<file path="src/rtl/dmem_mmio.sv">
// dmem_mmio: word-addressed data RAM for the core's load/store port, plus a
// TOHOST status word that drives a RUN/PASS/FAIL/TIMEOUT run-status FSM.
// Optional feature: define DMEM_MMIO_WATCHDOG_EN to build a RUN-state cycle
// watchdog that forces TIMEOUT after WDOG_CYCLES cycles.
module dmem_mmio #(
  parameter int unsigned DEPTH       = 64,
  parameter logic [31:0] TOHOST_ADDR = 32'd100,
  parameter logic [31:0] PASS_VALUE  = 32'd25,
  parameter int unsigned WDOG_CYCLES = 100000
) (
  input  logic        clk,
  input  logic        reset,
  input  logic        MemWrite,
  input  logic [31:0] DataAddr,
  input  logic [31:0] WriteData,
  output logic [31:0] ReadData,
  output logic        done,
  output logic        pass,
  output logic [1:0]  err_code,
  output logic [15:0] store_count
);

  localparam int unsigned AW       = $clog2(DEPTH);
  localparam logic [31:0] RAM_SPAN = 32'(DEPTH * 4);

  typedef enum logic [1:0] {
    ST_RUN     = 2'd0,
    ST_PASS    = 2'd1,
    ST_FAIL    = 2'd2,
    ST_TIMEOUT = 2'd3
  } state_t;

  // Elaboration-time parameter sanity.
  if (DEPTH < 2 || (DEPTH & (DEPTH - 1)) != 0) begin : g_bad_depth
    $error("dmem_mmio: DEPTH must be a power of two >= 2");
  end
  if (WDOG_CYCLES == 0) begin : g_bad_wdog
    $error("dmem_mmio: WDOG_CYCLES must be nonzero");
  end

  state_t        state_q, state_d;
  logic [1:0]    err_q, err_d;
  logic [15:0]   count_q, count_d;
  logic          done_q, pass_q;
  logic          rst_meta, rst_sync_n;
  logic          active_q;
  logic          ram_we_c;
  logic          wdog_expired_c;
  logic [AW-1:0] idx_c;
  logic          misaligned_c, is_tohost_c, in_range_c;
  logic [31:0]   mem [DEPTH];

  assign idx_c        = DataAddr[AW+1:2];
  assign misaligned_c = (DataAddr[1:0] != 2'd0);
  assign is_tohost_c  = (DataAddr == TOHOST_ADDR);
  assign in_range_c   = (DataAddr < RAM_SPAN);

  // Reset: asserts asynchronously, releases through two flops.
  always_ff @(posedge clk or negedge reset) begin
    if (!reset) begin
      rst_meta   <= 1'b0;
      rst_sync_n <= 1'b0;
    end else begin
      rst_meta   <= 1'b1;
      rst_sync_n <= rst_meta;
    end
  end

  // Store-accept enable; drops to 0 the instant reset asserts so in-flight stores are lost.
  always_ff @(posedge clk or negedge rst_sync_n) begin
    if (!rst_sync_n) active_q <= 1'b0;
    else             active_q <= 1'b1;
  end

`ifdef DMEM_MMIO_WATCHDOG_EN
  logic [31:0] wdog_q;

  assign wdog_expired_c = (wdog_q >= 32'(WDOG_CYCLES - 1));

  // RUN-state cycle counter; holds at the expiry value until the FSM leaves RUN.
  always_ff @(posedge clk or negedge rst_sync_n) begin
    if (!rst_sync_n)                            wdog_q <= 32'd0;
    else if (state_q == ST_RUN && !wdog_expired_c) wdog_q <= wdog_q + 32'd1;
  end
`else
  assign wdog_expired_c = 1'b0;
`endif

  // State, status and counter registers.
  always_ff @(posedge clk or negedge rst_sync_n) begin
    if (!rst_sync_n) begin
      state_q <= ST_RUN;
      err_q   <= 2'd0;
      count_q <= 16'd0;
      done_q  <= 1'b0;
      pass_q  <= 1'b0;
    end else begin
      state_q <= state_d;
      err_q   <= err_d;
      count_q <= count_d;
      done_q  <= (state_d != ST_RUN);
      pass_q  <= (state_d == ST_PASS);
    end
  end

  // Store decode and next state; a store in RUN takes precedence over watchdog expiry.
  always_comb begin
    state_d  = state_q;
    err_d    = err_q;
    count_d  = count_q;
    ram_we_c = 1'b0;
    if (state_q == ST_RUN) begin
      if (MemWrite && active_q) begin
        if (misaligned_c) begin
          state_d = ST_FAIL;
          err_d   = 2'd2;
        end else if (is_tohost_c) begin
          if (WriteData == PASS_VALUE) begin
            state_d = ST_PASS;
          end else begin
            state_d = ST_FAIL;
            err_d   = 2'd1;
          end
        end else if (!in_range_c) begin
          state_d = ST_FAIL;
          err_d   = 2'd2;
        end else begin
          ram_we_c = 1'b1;
          if (count_q != 16'hFFFF) count_d = count_q + 16'd1;
        end
      end else if (wdog_expired_c) begin
        state_d = ST_TIMEOUT;
        err_d   = 2'd3;
      end
    end
  end

  // Data RAM write port; contents are not reset.
  always_ff @(posedge clk) begin
    if (ram_we_c) mem[idx_c] <= WriteData;
  end

  // Combinational load path: TOHOST status, then RAM, else zero.
  always_comb begin
    ReadData = 32'h0;
    if (is_tohost_c)     ReadData = {30'b0, state_q};
    else if (in_range_c) ReadData = mem[idx_c];
  end

  assign done        = done_q;
  assign pass        = pass_q;
  assign err_code    = err_q;
  assign store_count = count_q;

endmodule
</file>
<file path="config.mk">
export PLATFORM = sky130hd
export DESIGN_NAME = dmem_mmio
export DESIGN_NICKNAME = d
export VERILOG_FILES = /design/src/rtl/dmem_mmio.sv
export SDC_FILE = /design/constraint.sdc
export NUM_CORES = 2
export LEC_CHECK = 0
export CORE_MARGIN = 2
export CORE_UTILIZATION = 37
export CTS_CLUSTER_DIAMETER = 150
export DETAILED_ROUTE_END_ITERATION = 7
export PLACE_DENSITY = 0.6
export SYNTH_ARGS = -nofsm -noshare
export SYNTH_HDL_FRONTEND = slang
export SYNTH_SLANG_ARGS = --single-unit
</file>
<file path="constraint.sdc">
create_clock -name clk -period 5.4 [get_ports clk]
set_input_delay 0.81 -clock clk [delete_from_list [all_inputs] [get_ports clk]]
set_output_delay 0.81 -clock clk [all_outputs]
set_load 0.005 [all_outputs]
</file>
Yosys cells after proc, flatten, opt, wreduce, memory -nomap -nowiden
Memories as Yosys holds them, arrays and structs flattened.
Index checks and enable logic that the tools add are counted.

storage, ports and cells
  register bits = 25
  ROM bits = 0
  logic and storage cells = 44
  bits of input ports = 67
  latch bits = 0
  memory bits (writable) = 2048
  memories = 1

memories
  name  depth  bits a word  rd ports  clocked after memory_dff  wr ports  RTL line  text
  mem   64     32           1         0                         1         51        logic [31:0] mem [DEPTH];

operators by class
  add/sub/neg operators = 1
  equality and inequality tests = 6
  bitwise operators = 2
  reduce and logical (&&, ||, !) cells = 6
  muxes and demuxes = 19
  multipliers = 0
  shift operators = 0
  divide/modulo/power cells = 0
  order comparisons = 1

operators with widths
  kind                                                  count
  2-to-1 mux 32 bit                                     2
  == test 32 x 5 -> 1 bit (second input constant)       1
  == test 32 x 7 -> 1 bit (second input constant)       1
  < comparator 32 x 9 -> 1 bit (second input constant)  1
  2-to-1 mux 2 bit                                      10
  adder 16 x 1 -> 16 bit (second input constant)        1
  inequality test 16 bit (second input constant)        1
  2-to-1 mux 1 bit                                      7
  inequality test 3 bit (second input constant)         2
  AND reduction 6 bit                                   1
  AND reduction 4 bit                                   1
  nonzero test 2 bit                                    2
  == test 2 x 1 -> 1 bit (second input constant)        1
  zero test 2 bit                                       1
  NOT 1 bit                                             2
  logical AND 1 bit                                     1

Longest topological paths before layout
  depth after elaboration = 8
  mapped depth = 12
  depth with buffers taken out = 6

Worst setup path after synthesis
Ideal clock, no wire load.

  path kind = in2reg
  start point = input DataAddr[26]
  end point = memory mem[10][0], enable pin
  cell stages on the path = 5
  data required time = 4.979 ns
  setup time = 0.421 ns
  slack = 1.600 ns
  data arrival time = 3.379 ns
  cell sequence = nor4_2 -> nand4_2 -> nor4_4 -> nand2_1 -> nor2_1

between the ends
  word-level cells in the longest chain between the ends = 8
  elaborated cells on any way between the ends = 9
  classes of those cells = order compare: 1; eq/ne: 1; mux: 7

RTL lines
  element                                     RTL line  text
  start, declared                             14        input logic [31:0] DataAddr,
  < comparator 32 x 9 -> 1 bit                56        assign in_range_c = (DataAddr < RAM_SPAN);
  2-to-1 mux 1 bit                            124       end else if (!in_range_c) begin
  2-to-1 mux 1 bit (*)                        117       end else if (is_tohost_c) begin
  2-to-1 mux 1 bit (*)                        114       if (misaligned_c) begin
  2-to-1 mux 1 bit (*)                        113       if (MemWrite && active_q) begin
  2-to-1 mux 1 bit (*)                        112       if (state_q == ST_RUN) begin
  2-to-1 mux 1 bit (*)                        140       if (ram_we_c) mem[idx_c] <= WriteData;
  2-to-1 mux 1 bit (not written as such) (*)  140
  end, declared                               51

Mark *: on every way between the ends. The rest lies on a longest branch, timed or not.

Final worst setup path
  start point = input DataAddr[2]
  end point = output ReadData[15]

between the ends
  word-level cells in the longest chain between the ends = 3
  elaborated cells on any way between the ends = 5
  classes of those cells = order compare: 1; eq/ne: 1; mux: 2; memory: 1

RTL lines
  element                                                                           RTL line  text
  < comparator 32 x 9 -> 1 bit / memory read (64 x 32 bit) (equally long branches)  -
  2-to-1 mux 32 bit                                                                 147       else if (in_range_c) ReadData = mem[idx_c];
  2-to-1 mux 32 bit (*)                                                             146       if (is_tohost_c) ReadData = {30'b0, state_q};
  end, declared                                                                     16        output logic [31:0] ReadData,

Marked as above.

==> flow_summary.toml <==
[sta]
rsz0062_at_grt = "false"
hold_viol = 0
fin_crit_sh_pct = 98.8
fin_crit_ps = 5340
max_freq_ghz = 0.187
slew_headroom_pct = 3.51
holdWs_ps = 129
maxSlewViolCount = 0
worst_slack_ps = 64.1
final.setup_skew_ps = 39.8
finalSetupViolCount = 0
worstMarginPinSlew_ps = 1440

[logic_synthesis]
synthDistinctLibCells = 85
yosys_warnings = 0
syn_avg_cell_area_um2 = 18.6
synthXorXnorAreaFrac_pct = 0.153
ys.flop_type = "edfxtp_1"
ys_seq_area_share_pct = 77.5
synth_edf_count = 2048
synth_top_family_by_area = "multiplexers"
syn_inst = 4308
synth_area_mm2 = 0.0802
synth-seq-cells = 2073
synthArstFlopShare_pct = 1.21
synth_fa_ha_area_share_pct = 0.0156
synth_compound_area_share_pct = 8.30
synth.area.mux_share_pct = 8.78
synth-simple-area-share_pct = 2.86

[clock_tree]
post-cts-setup-buffers = 0
cts_resized = 6
clock-sinks = 2073
path_clk_slew_ps = 50
cts-root-buf = "clkbuf_16"
clock_path_buffers = 3
hold_buffers = 0
cts_tree = "done"
cts_buffers = 207
clk_latency_ps = 880
cts.htree.levels = 4

[setup_path]
critPathLaunch = "DataAddr[2]"
cpPeakStageDelay_ps = 720
critPathRequiredTime_ps = 4590
crit_chain = "buf_8, buf_4, nand2_4, buf_4, o221ai_1, a222oi_1, o211ai_1, nor4_2, buf_4, clkdlybuf4s50_1"
path_max_fanout = 44
cpMostUsedCell = "buf_4"
worst_path_max_delay_cell = "a222oi_1"
cp-end-kind = "primary output"
r2r-start = "state_q[1]"
worstPathArrival_ps = 4530
ff2ff_path_depth = 8
worst_setup_path_start_kind = "input port"
crit_type = "in -> out"

[placement]
place_worst_setup_slack_ps = -473
portBuffers = 118
hpwl_mm = 169
routabilityCongestion = 0.886
placed_area_mm2 = 0.0868

[drt]
ant_nets = 0
drtIter0Drc = 7994
vias = 48600
wl_per_cell_um = 37.1
drc = 0
drt_pre_antenna_iters = 6
viasPerCell = 6.30
drt_wl_total_mm = 287

[grt]
grt_overflow = 0
grt_pass1_vias = 46400
grt_use_total_pct = 25.4
use_met1_pct = 34.4
use_met3_pct = 6.64
grt_max_degree = 74
grt_pass1_wl_mm = 390
antenna_found_initial = 17
grt_use_met2_pct = 37.9
grt.busiest_layer = "met2"

[layout]
n_fill_cell = 18500
fin_nets = 4760
post-route-cell-area_mm2 = 0.0933
seq_area_mm2 = 0.0621
multiInputGateArea_mm2 = 0.0168
drive_gt1_share_pct = 22.7
mostFrequentLayoutCell = "edfxtp_1"
area_growth_pct = 16.4
final_cell_mix = "edfxtp_1 (2048), o22ai_1 (314), buf_4 (259)"

[die]
core_mm2 = 0.215
num_rows = 170
io_pins = 119
fp.dieH_um = 470
dieWidth_um = 470
initial_utilization_pct = 37.3
die-area_mm2 = 0.220

[outcome]
outcome = "finished clean"

[power]
leakage_nw = 29.4
peakVddDrop_mv = 0.347
p_per_area_mw_per_mm2 = 359

[job]
maxCapViolations = 0

[worst_hold_path]
hold_path_class = "in -> async"
==> cell type report <==
class                      instances  share of cell area, %
tap                             2838                   3.81
clock inverter                   128                   1.16
multi-input combinational       1963                   18.0
antenna                           11                 0.0295
inverter                           6                 0.0362
sequential                      2073                   66.6
timing repair buffer             441                   4.57
clock buffer                     257                   5.78
==> sequential cells by signal (all words and copies together), names as in the netlist <==
register,count
store_count,16
done,1
rst_sync_n,1
active_q,1
mem,2048
err_code,2
pass,1
rst_meta,1
state_q,2
==> power by group <==
group          switching [W]  internal [W]
clock network        0.00623       0.00767
registers          0.0000155        0.0177
logic                0.00129      0.000569
total                0.00754        0.0259
==> kinds of logic after synthesis <==
kind of cell,Yosys count
flip-flops,2073
AO/OA/AOI/OAI,929
multiplexers,499
AND/OR/NAND/NOR,486
buffers and inverters,304
XOR/XNOR,14
other,2
adder cells (fa/ha/maj),1
==> synth_stat cells (43+ instances only) <==
cell / instances / area (um^2)
buf_4: 54 / 405
a21oi_1: 96 / 480
o22ai_1: 314 / 1960
nand2_1: 143 / 537
nor2_1: 193 / 724
clkbuf_1: 76 / 285
buf_6: 43 / 484
mux2_2: 203 / 2290
a221oi_1: 55 / 482
buf_2: 101 / 505
o221ai_1: 172 / 1510
mux2i_1: 153 / 1530
mux4_2: 143 / 3220
edfxtp_1: 2048 / 61500
o21ai_0: 85 / 425
==> per-stage QoR <==
step	std cells	TNS, ps	util (%)	total power, W
3_5_place_dp	7321	-757	40.4	0.0199
4_1_cts	7706	0	43.4	0.0335
2_1_floorplan	4340	0	-	0.0189
6_report	7717	0	43.4	0.0335
3_3_place_gp	7320	-724	40.3	0.0198
5_1_grt	7706	0	43.4	0.0342
==> worst paths after layout <==
check	to	slack, ps
worst max-delay path	ReadData[15]	60
worst min-delay path	rst_meta	130
worst max register to register	mem[20][1]	1310
worst min register to register	rst_sync_n	350
max in group asynchronous	err_code[1]	4430
min in group clk	mem[37][22]	320
==> critical path: cells and delay by family <==
family	cells	cell delay (ps)
simple gates	2	970
buf+inv	5	1580
compound gates	3	1070
==> routing by layer <==
layer  part of all wire [%]  up-vias
met5                  0.013        -
met4                    5.8        6
met3                     13      793
met2                     44     3769
met1                     37    25300
li1                       -    18700
No activity file was read; power rests on OpenSTA's default activity.
